File: config.mk
export PLATFORM = sky130hd
export DESIGN_NAME = midi_tx_scheduler
export DESIGN_NICKNAME = d
export VERILOG_FILES = /design/src/rtl/midi_pkg.sv /design/src/rtl/midi_rr_arbiter.sv /design/src/rtl/midi_tx_scheduler.sv
export SDC_FILE = /design/constraint.sdc
export NUM_CORES = 1
export LEC_CHECK = 0
export CORE_UTILIZATION = 37
export CTS_BUF_LIST = sky130_fd_sc_hd__clkbuf_4
export CTS_CLUSTER_SIZE = 24
export DETAILED_ROUTE_END_ITERATION = 16
export DONT_BUFFER_PORTS = 1
export SLEW_MARGIN = 15
export SYNTH_ARGS = -nofsm -noshare
export SYNTH_HDL_FRONTEND = slang
export SYNTH_SLANG_ARGS = --single-unit
export TNS_END_PERCENT = 5
File: constraint.sdc
create_clock -name clk -period 8.6 [get_ports clk]
set_input_delay 2.58 -clock clk [delete_from_list [all_inputs] [get_ports clk]]
set_output_delay 2.58 -clock clk [all_outputs]
set_load 0.01 [all_outputs]
File: src/rtl/midi_pkg.sv
// MIDI message types, status-class constants and length/byte-select helpers
// shared by the transmit scheduler and its arbiter.
package midi_pkg;

  typedef enum logic {
    ST_IDLE = 1'b0,
    ST_SEND = 1'b1
  } midi_state_t;

  typedef struct packed {
    logic [7:0] status;
    logic [7:0] data1;
    logic [7:0] data2;
  } midi_msg_t;

  localparam logic [7:0] MIDI_CHAN_LO   = 8'h80;
  localparam logic [7:0] MIDI_PROG_CHG  = 8'hC0;
  localparam logic [7:0] MIDI_PITCH_BND = 8'hE0;
  localparam logic [7:0] MIDI_SYS_LO    = 8'hF0;
  localparam logic [7:0] MIDI_MTC_QF    = 8'hF1;
  localparam logic [7:0] MIDI_SONG_POS  = 8'hF2;
  localparam logic [7:0] MIDI_SONG_SEL  = 8'hF3;
  localparam logic [7:0] MIDI_RT_LO     = 8'hF8;
  localparam logic [7:0] MIDI_DATA_MASK = 8'h7F;

  // Length in bytes; 0 marks a message without a valid status byte.
  function automatic logic [1:0] midi_msg_len(input logic [7:0] status);
    logic [1:0] len;
    len = 2'd1;
    if (!status[7]) begin
      len = 2'd0;
    end else if (status < MIDI_SYS_LO) begin
      len = (status >= MIDI_PROG_CHG && status < MIDI_PITCH_BND) ? 2'd2 : 2'd3;
    end else if (status == MIDI_SONG_POS) begin
      len = 2'd3;
    end else if (status == MIDI_MTC_QF || status == MIDI_SONG_SEL) begin
      len = 2'd2;
    end
    return len;
  endfunction

  function automatic logic midi_is_chan(input logic [7:0] status);
    return (status >= MIDI_CHAN_LO) && (status < MIDI_SYS_LO);
  endfunction

  function automatic logic [7:0] midi_msg_byte(input midi_msg_t m, input logic [1:0] idx);
    logic [7:0] b;
    case (idx)
      2'd0:    b = m.status;
      2'd1:    b = m.data1 & MIDI_DATA_MASK;
      default: b = m.data2 & MIDI_DATA_MASK;
    endcase
    return b;
  endfunction

endpackage

File: src/rtl/midi_rr_arbiter.sv
// Round-robin pick of the first asserted request at or above rr_ptr (with wrap).
// Latency: purely combinational; no backpressure of its own.
module midi_rr_arbiter #(
  parameter int NUM_REQ = 4
) (
  input  logic [NUM_REQ-1:0]         req,
  input  logic [$clog2(NUM_REQ)-1:0] rr_ptr,
  output logic [NUM_REQ-1:0]         gnt,
  output logic [$clog2(NUM_REQ)-1:0] gnt_idx
);

  localparam int IDX_W = $clog2(NUM_REQ);

  logic             found;
  int               pos;
  logic [IDX_W-1:0] pos_w;

  always_comb begin
    gnt     = '0;
    gnt_idx = '0;
    found   = 1'b0;
    pos     = 0;
    pos_w   = '0;
    for (int k = 0; k < NUM_REQ; k++) begin
      pos = int'(rr_ptr) + k;
      if (pos >= NUM_REQ) begin
        pos = pos - NUM_REQ;
      end
      pos_w = IDX_W'(pos);
      if (!found && req[pos_w]) begin
        found      = 1'b1;
        gnt[pos_w] = 1'b1;
        gnt_idx    = pos_w;
      end
    end
  end

endmodule

File: src/rtl/midi_tx_scheduler.sv
// Shares one UART MIDI transmitter among NUM_REQ sources, whole messages only; optional MIDI_RUNNING_STATUS_EN.
// Latency: first byte one cycle after accept; tx_data/tx_valid hold while tx_ready=0, requesters wait while busy.
module midi_tx_scheduler
  import midi_pkg::*;
#(
  parameter int NUM_REQ = 4
) (
  input  logic                       clk,
  input  logic                       reset_n,
  input  logic [NUM_REQ-1:0]         req_valid,
  output logic [NUM_REQ-1:0]         req_ready,
  input  logic [24*NUM_REQ-1:0]      req_msg,
  output logic                       tx_valid,
  input  logic                       tx_ready,
  output logic [7:0]                 tx_data,
  output logic                       busy,
  output logic [$clog2(NUM_REQ)-1:0] grant_id,
  output logic                       drop_err
);

  localparam int IDX_W = $clog2(NUM_REQ);

  midi_state_t      state, state_d;
  logic [NUM_REQ-1:0] gnt;
  logic [IDX_W-1:0] gnt_idx;
  logic [IDX_W-1:0] rr_ptr;
  midi_msg_t        acc_msg;
  midi_msg_t        msg_q;
  logic [1:0]       acc_len;
  logic [1:0]       acc_first;
  logic [1:0]       byte_idx;
  logic [1:0]       last_idx;
  logic             accept;
  logic             tx_fire;
  logic             last_byte;
  logic             rs_hit;

  midi_rr_arbiter #(
    .NUM_REQ (NUM_REQ)
  ) u_arb (
    .req     (req_valid),
    .rr_ptr  (rr_ptr),
    .gnt     (gnt),
    .gnt_idx (gnt_idx)
  );

  // reset_n gating keeps req_ready low during reset even before the state flop settles.
  assign req_ready = (state == ST_IDLE && reset_n) ? gnt : '0;
  assign accept    = |(req_valid & req_ready);
  assign acc_msg   = req_msg[int'(gnt_idx)*24 +: 24];
  assign acc_len   = midi_msg_len(acc_msg.status);
  assign acc_first = rs_hit ? 2'd1 : 2'd0;
  assign tx_fire   = tx_valid & tx_ready;
  assign last_byte = (byte_idx == last_idx);

`ifdef MIDI_RUNNING_STATUS_EN
  logic [7:0] rs_q;

  assign rs_hit = midi_is_chan(acc_msg.status) && (acc_msg.status == rs_q);

  // Updated at accept: a reset mid-message clears RS anyway, so nothing is lost.
  always_ff @(posedge clk or negedge reset_n) begin
    if (!reset_n) begin
      rs_q <= 8'h00;
    end else if (accept && acc_len != 2'd0) begin
      if (midi_is_chan(acc_msg.status)) begin
        rs_q <= acc_msg.status;
      end else if (acc_msg.status < MIDI_RT_LO) begin
        rs_q <= 8'h00;
      end
    end
  end
`else
  assign rs_hit = 1'b0;
`endif

  always_comb begin
    state_d = state;
    case (state)
      ST_IDLE: if (accept && acc_len != 2'd0) state_d = ST_SEND;
      ST_SEND: if (tx_fire && last_byte) state_d = ST_IDLE;
      default: state_d = ST_IDLE;
    endcase
  end

  always_ff @(posedge clk or negedge reset_n) begin
    if (!reset_n) begin
      state <= ST_IDLE;
      busy  <= 1'b0;
    end else begin
      state <= state_d;
      busy  <= (state_d == ST_SEND);
    end
  end

  always_ff @(posedge clk or negedge reset_n) begin
    if (!reset_n) begin
      rr_ptr   <= '0;
      grant_id <= '0;
      drop_err <= 1'b0;
    end else begin
      drop_err <= accept && (acc_len == 2'd0);
      if (accept) begin
        grant_id <= gnt_idx;
        rr_ptr   <= (gnt_idx == IDX_W'(NUM_REQ - 1)) ? '0 : gnt_idx + IDX_W'(1);
      end
    end
  end

  always_ff @(posedge clk or negedge reset_n) begin
    if (!reset_n) begin
      msg_q    <= '0;
      byte_idx <= 2'd0;
      last_idx <= 2'd0;
      tx_valid <= 1'b0;
      tx_data  <= 8'h00;
    end else if (accept) begin
      if (acc_len != 2'd0) begin
        msg_q    <= acc_msg;
        byte_idx <= acc_first;
        last_idx <= acc_len - 2'd1;
        tx_valid <= 1'b1;
        tx_data  <= midi_msg_byte(acc_msg, acc_first);
      end
    end else if (tx_fire) begin
      if (last_byte) begin
        tx_valid <= 1'b0;
      end else begin
        byte_idx <= byte_idx + 2'd1;
        tx_data  <= midi_msg_byte(msg_q, byte_idx + 2'd1);
      end
    end
  end

endmodule

Yosys cells after proc, flatten, opt, wreduce, memory -nomap -nowiden

Cells that the tools add are included.
W data, S select, Z words.

Add/sub/neg operators: 10
Multiply operators: 1
Equality and inequality tests: 8
Muxes and demuxes: 54
$lt $le $gt $ge: 15
Shifts and indexed selects: 1
Reductions and logical operators: 25
Bitwise operators: 6

Operators with widths:

| kind                  | number |
|---|---|
| $shiftx A96 B8 Y24    | 1 |
| $mux W2               | 17 |
| $mux W8               | 4 |
| $eq A8 B8 Y1 const B  | 3 |
| $mux W4               | 5 |
| $mux W1               | 18 |
| $lt A8 B8 Y1 const B  | 2 |
| $pmux W8 S2           | 1 |
| $logic_and A1 B1 Y1   | 12 |
| $lt A2 B3 Y1 const B  | 4 |
| $or A4 B4 Y4          | 3 |
| $sub A2 B1 Y2 const B | 5 |
| $ge A3 B3 Y1 const B  | 3 |
| $bmux W1 S2           | 4 |
| $demux W1 S2          | 4 |
| $ge A2 B1 Y1 const B  | 4 |
| $ge A8 B8 Y1 const B  | 1 |
| $add A2 B2 Y3 const B | 2 |
| $reduce_and A3 Y1     | 2 |
| $reduce_bool A2 Y1    | 3 |
| $add A2 B1 Y2 const B | 2 |
| $and A4 B4 Y4         | 1 |
| $logic_not A2 Y1      | 2 |
| $mul A2 B2 Y4 const B | 1 |
| 14 further kinds      | 16 |

Input bits: 103
Register bits: 41
Word-level logic and storage cells: 131
Output and inout port bits: 17

Logic depth before layout (Yosys ltp)

Gate-level depths: netlist of the first run.

Depth in word-level cells: 26
Gate-level depth with buffers: 20
Gate-level depth less buffers: 15

Modules after synthesis

Synthesis of the first run repeated with hierarchy kept, for this count alone.

Cells, all modules: 250
Area, all modules: 3039.2 um2

Modules (own cells, without submodules):

| module            | area an instance (um2) | sequential area each (um2) | instances | cells each |
|---|---|---|---|---|
| midi_tx_scheduler | 2549.9                 | 1026.0                     | 1         | 185 |
| midi_rr_arbiter   | 489.2                  | 0.0                        | 1         | 65 |

Worst setup path after synthesis of the first run

No wires, ideal clock.

Path kind: input to output
Start point: input req_valid[1]
End point: output req_ready[0]
Required time: 6.020 ns
Arrival time: 4.088 ns
Path buffers: 2
Slack: 1.932 ns
Cell stages on the path: 7
Path through: clkbuf_1 mux4_2 nor2b_1 buf_6 a221oi_1 o2bb2ai_1 nor2b_1

Longest elaborated chain between the ends: 13
Elaborated cells on any way between the ends: 25
Those cells by class: 16 x mux; 3 x bitwise; 6 x reduce/logical

RTL lines:

| item                          | line                    | source |
|---|---|---|
| start, declared               | midi_tx_scheduler.sv:10 | `input logic [NUM_REQ-1:0] req_valid,` |
| $bmux W1 S2                   | midi_rr_arbiter.sv:30   | `if (!found && req[pos_w]) begin` |
| $mux W1 (not written as such) | midi_rr_arbiter.sv:30   |  |
| $mux W1                       | midi_rr_arbiter.sv:30   |  |
| $logic_not A1 Y1              | midi_rr_arbiter.sv:30   |  |
| $logic_and A1 B1 Y1           | midi_rr_arbiter.sv:30   |  |
| $mux W1                       | midi_rr_arbiter.sv:30   |  |
| $logic_not A1 Y1              | midi_rr_arbiter.sv:30   |  |
| $logic_and A1 B1 Y1           | midi_rr_arbiter.sv:30   |  |
| $mux W1                       | midi_rr_arbiter.sv:30   |  |
| $logic_not A1 Y1              | midi_rr_arbiter.sv:30   |  |
| $logic_and A1 B1 Y1           | midi_rr_arbiter.sv:30   |  |
| $mux W4 *                     | midi_rr_arbiter.sv:30   |  |
| $mux W4 *                     | midi_tx_scheduler.sv:48 | `assign req_ready = (state == ST_IDLE && reset_n) ? gnt : '0;` |
| end, declared                 | midi_tx_scheduler.sv:11 | `output logic [NUM_REQ-1:0] req_ready,` |

Mark *: on every way between the ends. The rest lies on a longest branch, timed or not. The select of a mux whose other input is x is not followed.

Worst setup path in the final report of the first run

Start point: input req_valid[2]
End point: output req_ready[3]

The elaborated chain is that of the path after synthesis.

==> results of run 1 <==
-- layout make-up --
type	instances	area, µm²	share of cell area
Clock inverter	3	12.5	0.00368
Timing Repair Buffer	3	22.5	0.00663
Sequential cell	41	1030	0.302
Multi-Input combinational cell	278	2100	0.617
Inverter	18	67.6	0.0199
Tap cell	108	135	0.0398
Clock buffer	5	37.5	0.0110
-- state kept, by name, indices dropped and copies added (netlist names) --
name / cells
last_idx: 2
msg_q: 22
byte_idx: 2
state: 1
tx_data: 8
tx_valid: 1
drop_err: 1
rr_ptr: 2
grant_id: 2
-- worst reg2reg max path, stage by stage, from the launching register on --
cell       delay (ns)
dfrtp_1          0.35
buf_4            0.33
inv_1            0.25
ha_1             0.44
mux4_2           0.41
inv_2            0.08
a2111oi_4        0.35
and2_2           0.73
mux2_2           0.43
o22ai_1          0.28
a21boi_0         0.15
o41ai_1          0.37
ha_1             0.24
nor2_1           0.08
o21ai_4          0.10
buf_4            0.42
a21boi_4         0.39
a221oi_1         0.14
-- power groups by stage --
stage                     registers (mW)  clock network, mW  logic [mW]
after floorplan                    0.196                  0      0.0586
after global placement             0.196                  0      0.0656
after detailed placement           0.196                  0      0.0671
after CTS                          0.193             0.0940      0.0674
after global routing               0.193              0.103      0.0743
final                              0.193             0.0921      0.0665
-- cells by family after synthesis --
| kind of cell | count (synthesis) | synth area share |
|---|---|---|
| buffers and inverters | 45 | 0.0658 |
| and+or+nand+nor | 101 | 0.148 |
| xor gates and xnor gates | 4 | 0.0128 |
| AOI/OAI and AO/OA | 106 | 0.236 |
| DFF | 41 | 0.308 |
| adders and majority gates | 11 | 0.0413 |
| muxes | 56 | 0.188 |
-- layer usage --
| metal | vias up | GRT usage |
|---|---|---|
| met5 | - | 0 |
| met4 | 0 | 0.0356 |
| met3 | 10 | 0.0340 |
| met2 | 90 | 0.261 |
| met1 | 1218 | 0.223 |
| li1 | 1281 | - |
-- metrics by stage --
stage | total power [mW] | cells | utilization | setup slack, ns
final | 0.351 | 456 | 0.390 | 1.66
after global routing | 0.370 | 456 | 0.390 | 1.55
after CTS | 0.354 | 456 | 0.390 | 1.67
after detailed placement | 0.264 | 448 | 0.384 | 1.68
after global placement | 0.262 | 448 | 0.384 | 1.72
after floorplan | 0.255 | 364 | - | 1.93
-- worst paths after layout --
check	endpoint	slack, ns	cells past startpoint
max	req_ready[3]	1.66	5
min	msg_q[21]	0.49	1
max reg2reg	tx_data[2]	2.93	17
min reg2reg	msg_q[21]	0.49	1
max in group asynchronous	tx_data[4]	6.59	0
min in group asynchronous	byte_idx[1]	1.91	0
-- layout by cell type (no fill, tap or decap), types with 3 or more instances in the layout --
master,count
a21o_1,5
a21oi_1,4
a221o_1,9
a221oi_1,5
a22oi_1,5
and3_1,3
and3b_1,3
buf_4,3
clkbuf_4,5
dfrtp_1,41
ha_1,11
inv_1,17
mux2_2,22
mux2i_1,31
mux4_2,3
nand2_1,48
nand2b_1,3
nand3_1,6
nor2_1,14
nor2b_1,12
nor3b_1,3
o21ai_0,47
o22ai_1,4
o2bb2ai_1,4
xor2_1,3
==> results.tsv, run 1 <==
metric	value	unit
outcome	finished, final reports clean	
largest net degree at the start of global routing	50	
Max Cap Violations	0	
PD cells	103	nW/µm²
VDD IR-drop max	0.0000514	V
vias in the first global route	2417	
Hold Path Class	flop to flop	
P_sw	0.0971	mW
top routing layer in use	met4	
die area	9380	µm²
max frequency	144	MHz
n_diodes	0	
hold slack	0.491	ns
final setup TNS	0	ns
post_cts resized	0	
Leak Pwr	1.52	nW
Slowest cell on crit path	mux4_2	
min cycle time layout	6.94	ns
global-route wire length before repair	12400	µm
combinational share of power	0.189	
RR Startpoint	rr_ptr[0]	
DR iter-0 viols	185	
Avg Cell Area, Syn	9.15	µm²
initial antenna violation count	0	
Worst-Margin Slew	0.787	ns
sequential power share	0.549	
Critical Path Most Common Cell	nor2b_1	
Via-to-Cell Ratio	5.70	
Clk Latency, worst-skew pair	0.34	ns
placed instance area	3350	µm²
CP max FO	8	
CTS tree	done	
Bufs on Longest Clock Path	2	
Core Rows	34	
startpoint types	input port	
Starting Density	0.382	
met3 wire length	518	µm
first-pass iteration count of the detailed router	4	
Critical Path AT	4.36	ns
vias	2599	
Area growth syn-to-layout	2.07	%
Netlist cell types	55	
Design Area, Final	3400	µm²
Remaining Overflow, GRT	0	
clock sink count	41	
Mapped Nets	478	
CTS root buffer	clkbuf_4	
Ys Warns	0	
fillers	850	
Internal	0.254	mW
most frequent cells after synthesis	nand2_1, o21ai_0, dfrtp_1	
CP Class	input port to primary output	
# Post-CTS Setup Buffers	0	
sequential area share after synthesis	0.308	
Synth Cell Area	3330	µm²
crit path from	req_valid[2]	
flop and latch count out of synthesis	41	
fraction of layout cells with a size suffix above 1	0.135	
Setup violations, final	0	
Final period util	0.807	
DR WL/cell	16.7	µm
Worst Path Required	6.02	ns
cell taking the most area after synthesis	dfrtp_1	
Top delay family on crit path	simple AND/OR/NAND/NOR gates	
nets	461	
Synth Flop Type	dfrtp_1	
Total Routing Usage GR	0.162	
Worst Path Buf+Inv	0	
Synth top area share	0.308	
I/O Buffers	0	
clock network fraction of design power	0.262	
TritonCTS buffer count	5	
met2 WL	3560	µm
WL final	7600	µm
Setup Skew	0.0106	ns
Synth Instances	364	
RSZ-0062 raised after global routing	no	
Worst-path clk slew	0.11	ns
Post-DP HPWL	5700	µm
Core Area	8720	µm²
CTS H-tree lvls	2	
most frequent cell after synthesis	nand2_1	
met1 wire length	3430	µm
Area contributors post-synth	dfrtp_1, mux2i_1, mux2_2	
async set-reset flop share out of synthesis	1.00	
switch share	0.276	
CP endpoint kind	primary output	
Hold Buf Count CTS	0	
IO Pins	120	
Fin. Hold Viols	0	
max-slew violations	0	
Detail Route Antenna Nets	0	
Die Y	96.9	µm
drt drc	0	
Worst slew margin	0.475	
critical path's largest stage delay	0.59	ns
number of flops mapped to enable cells by yosys	0	
min-delay src	msg_q[21]	
crit path cell chain	mux4_2 > nor2b_1 > a221oi_1 > o2bb2ai_1 > nor2b_1	
chip width	96.9	µm
gpl congestion	0.750	
Note: power is estimated with default switching activity, not from simulation.
==> run 2: changes to the inputs <==
clock period = 6 ns   (was 8.6 ns; I/O delays follow)
==> run 2 against run 1 <==
  * Non-clock buffer count increased by 2
  * Clock power increased by 88%
  * Register-to-register slack worse by 1.9 ns
  * Sequential power rose by 43%
  * Power increased by 55%
  * Via count is 0.19% higher
  * Clock skew grew 0.0030 ns
  * Largest cell class unchanged
  * Combinational power up 44%
==> results.tsv, run 2 (synthesized netlist as in run 1, its figures left out) <==
metric	value	unit	change
max FFs per register	22		unchanged
outcome	finished, final reports clean		
R2R setup slack	1.05	ns	-1.88 ns
CTS root buffer	clkbuf_4		
vias in the first global route	2455		+1.6%
combinational share of power	0.176		-0.013
WL final	7650	µm	+0.75%
Leak Pwr	1.54	nW	+1.3%
Most flops, register	msg_q		
fraction of layout cells with a size suffix above 1	0.143		+0.00821
global-route wire length before repair	12700	µm	+2.5%
Hold Path Class	flop to flop		
Bufs on Longest Clock Path	2		unchanged
Area growth syn-to-layout	3.19	%	
Worst-path clk slew	0.13	ns	+0.02 ns
Core Rows	34		unchanged
clock network fraction of design power	0.318		+0.056
chip width	96.9	µm	unchanged
drt drc	0		unchanged
startpoint types	input port		
n_diodes	0		unchanged
PD cells	159	nW/µm²	+54%
gpl congestion	0.798		+6.5%
IO Pins	120		unchanged
Clk Latency, worst-skew pair	0.35	ns	about the same
Worst-Margin Slew	0.560	ns	-0.227 ns
Setup Skew	0.0135	ns	+0.00297 ns
Fin. Hold Viols	0		unchanged
Critical Path AT	3.53	ns	-0.83 ns
Hold Buf Count CTS	0		unchanged
fillers	856		+0.71%
I/O Buffers	0		unchanged
vias	2604		+0.19%
min cycle time layout	5.33	ns	
largest net degree at the start of global routing	43		-14%
RR Startpoint	rr_ptr[1]		
Via-to-Cell Ratio	5.70		about the same
die area	9380	µm²	unchanged
Largest regs	msg_q: 22 flops, tx_data: 8 flops		
placed cell count	450		+0.45%
most frequent cells in the layout	nand2_1, o21ai_0, dfrtp_1, mux2i_1, mux2_2		
most common cell after layout, fill and taps aside	nand2_1		
Starting Density	0.382		unchanged
DP Worst Slack	0.529	ns	-1.15 ns
TritonCTS buffer count	5		unchanged
Post-DP HPWL	5860	µm	+2.9%
CP Class	input port to primary output		
Detail Route Antenna Nets	0		unchanged
clock sink count	41		unchanged
post-layout util	0.394		+0.00430
Internal	0.407	mW	+60%
initial antenna violation count	0		unchanged
Total Routing Usage GR	0.168		+0.00595
DR WL/cell	16.7	µm	+0.53%
min-delay src	msg_q[21]		
switch share	0.254		-0.0228
Core Area	8720	µm²	unchanged
Reg-to-Reg End	tx_data[5]		
max-slew violations	0		unchanged
# Post-CTS Setup Buffers	0		unchanged
Final period util	0.888		
Worst Path Required	4.20	ns	-1.82 ns
nets	463		+0.43%
worst reg2reg path depth	16		-1
final setup TNS	0	ns	unchanged
max frequency	188	MHz	
CTS H-tree lvls	2		unchanged
Remaining Overflow, GRT	0		unchanged
non-filler cells, final	457		+0.22%
Worst slew margin	0.627		+0.151
Slowest cell on crit path	mux4_2		
RSZ-0062 raised after global routing	no		
CP max FO	8		unchanged
crit path cell chain	mux4_2 > nor2b_1 > a221oi_1 > o2bb2ai_1 > nor2b_1		
Setup violations, final	0		unchanged
first-pass iteration count of the detailed router	5		+1
Max Cap Violations	0		unchanged
P_sw	0.138	mW	+42%
Critical Path Most Common Cell	nor2b_1		
post_cts resized	0		unchanged
Die Y	96.9	µm	unchanged
hold depth	1		unchanged
Multi-input gate area	2100	µm²	unchanged
fin worst setup slack	0.671	ns	-0.985 ns
CTS tree	done		
VDD IR-drop max	0.0000970	V	+89%
sequential power share	0.506		-0.043
DR iter-0 viols	167		-9.7%
CP endpoint kind	primary output		
Seq. cell area	1030	µm²	unchanged
Worst Hold End	msg_q[21]		
critical path's largest stage delay	0.58	ns	about the same
## run 2: worst max-delay path: cells and delay by family
kind,cells,cell delay [ns]
AOI/OAI and AO/OA,2,0.40
muxes,1,0.58
and+or+nand+nor,2,0.74
## run 2: stage by stage
stage / power (mW) / hold WS (ns) / cell area [µm²]
2_1_floorplan: 0.366 / 0.445 / 3330
3_3_place_gp: 0.375 / 0.459 / 3360
3_5_place_dp: 0.378 / 0.468 / 3360
4_1_cts: 0.550 / 0.497 / 3440
5_1_grt: 0.579 / 0.517 / 3440
6_report: 0.545 / 0.496 / 3440
## run 2: cell type report
type / count / share of cell area
clock buffer: 5 / 0.0109
clock inverter: 2 / 0.0102
inverter: 18 / 0.0197
multi-input combinational: 278 / 0.610
sequential: 41 / 0.299
tap: 108 / 0.0393
timing repair buffer: 5 / 0.0109
## run 2: power groups by stage
stage | clock network (mW) | registers [mW] | logic [mW]
2_1_floorplan | 0 | 0.282 | 0.0840
3_3_place_gp | 0 | 0.282 | 0.0939
3_5_place_dp | 0 | 0.282 | 0.0966
4_1_cts | 0.177 | 0.276 | 0.0969
5_1_grt | 0.195 | 0.276 | 0.107
6_report | 0.173 | 0.276 | 0.0958
## run 2: how the worst max path moves through the flow
stage	from	endpoint	slack, ns	cells past startpoint
4_1_cts	req_valid[2]	req_ready[3]	0.64	5
6_report	req_valid[2]	req_ready[3]	0.67	5
3_3_place_gp	req_valid[0]	tx_data[6]	0.63	14
3_5_place_dp	req_valid[0]	tx_data[6]	0.53	14
2_1_floorplan	req_valid[1]	req_ready[0]	0.89	7
5_1_grt	req_valid[2]	req_ready[3]	0.51	5
## run 2: layer usage
metal / track usage / vias to the layer above / part of all wire
met5: 0 / - / 0
met4: 0.0505 / 0 / 0.020
met3: 0.0491 / 11 / 0.063
met2: 0.250 / 99 / 0.45
met1: 0.234 / 1204 / 0.47
li1: - / 1290 / -
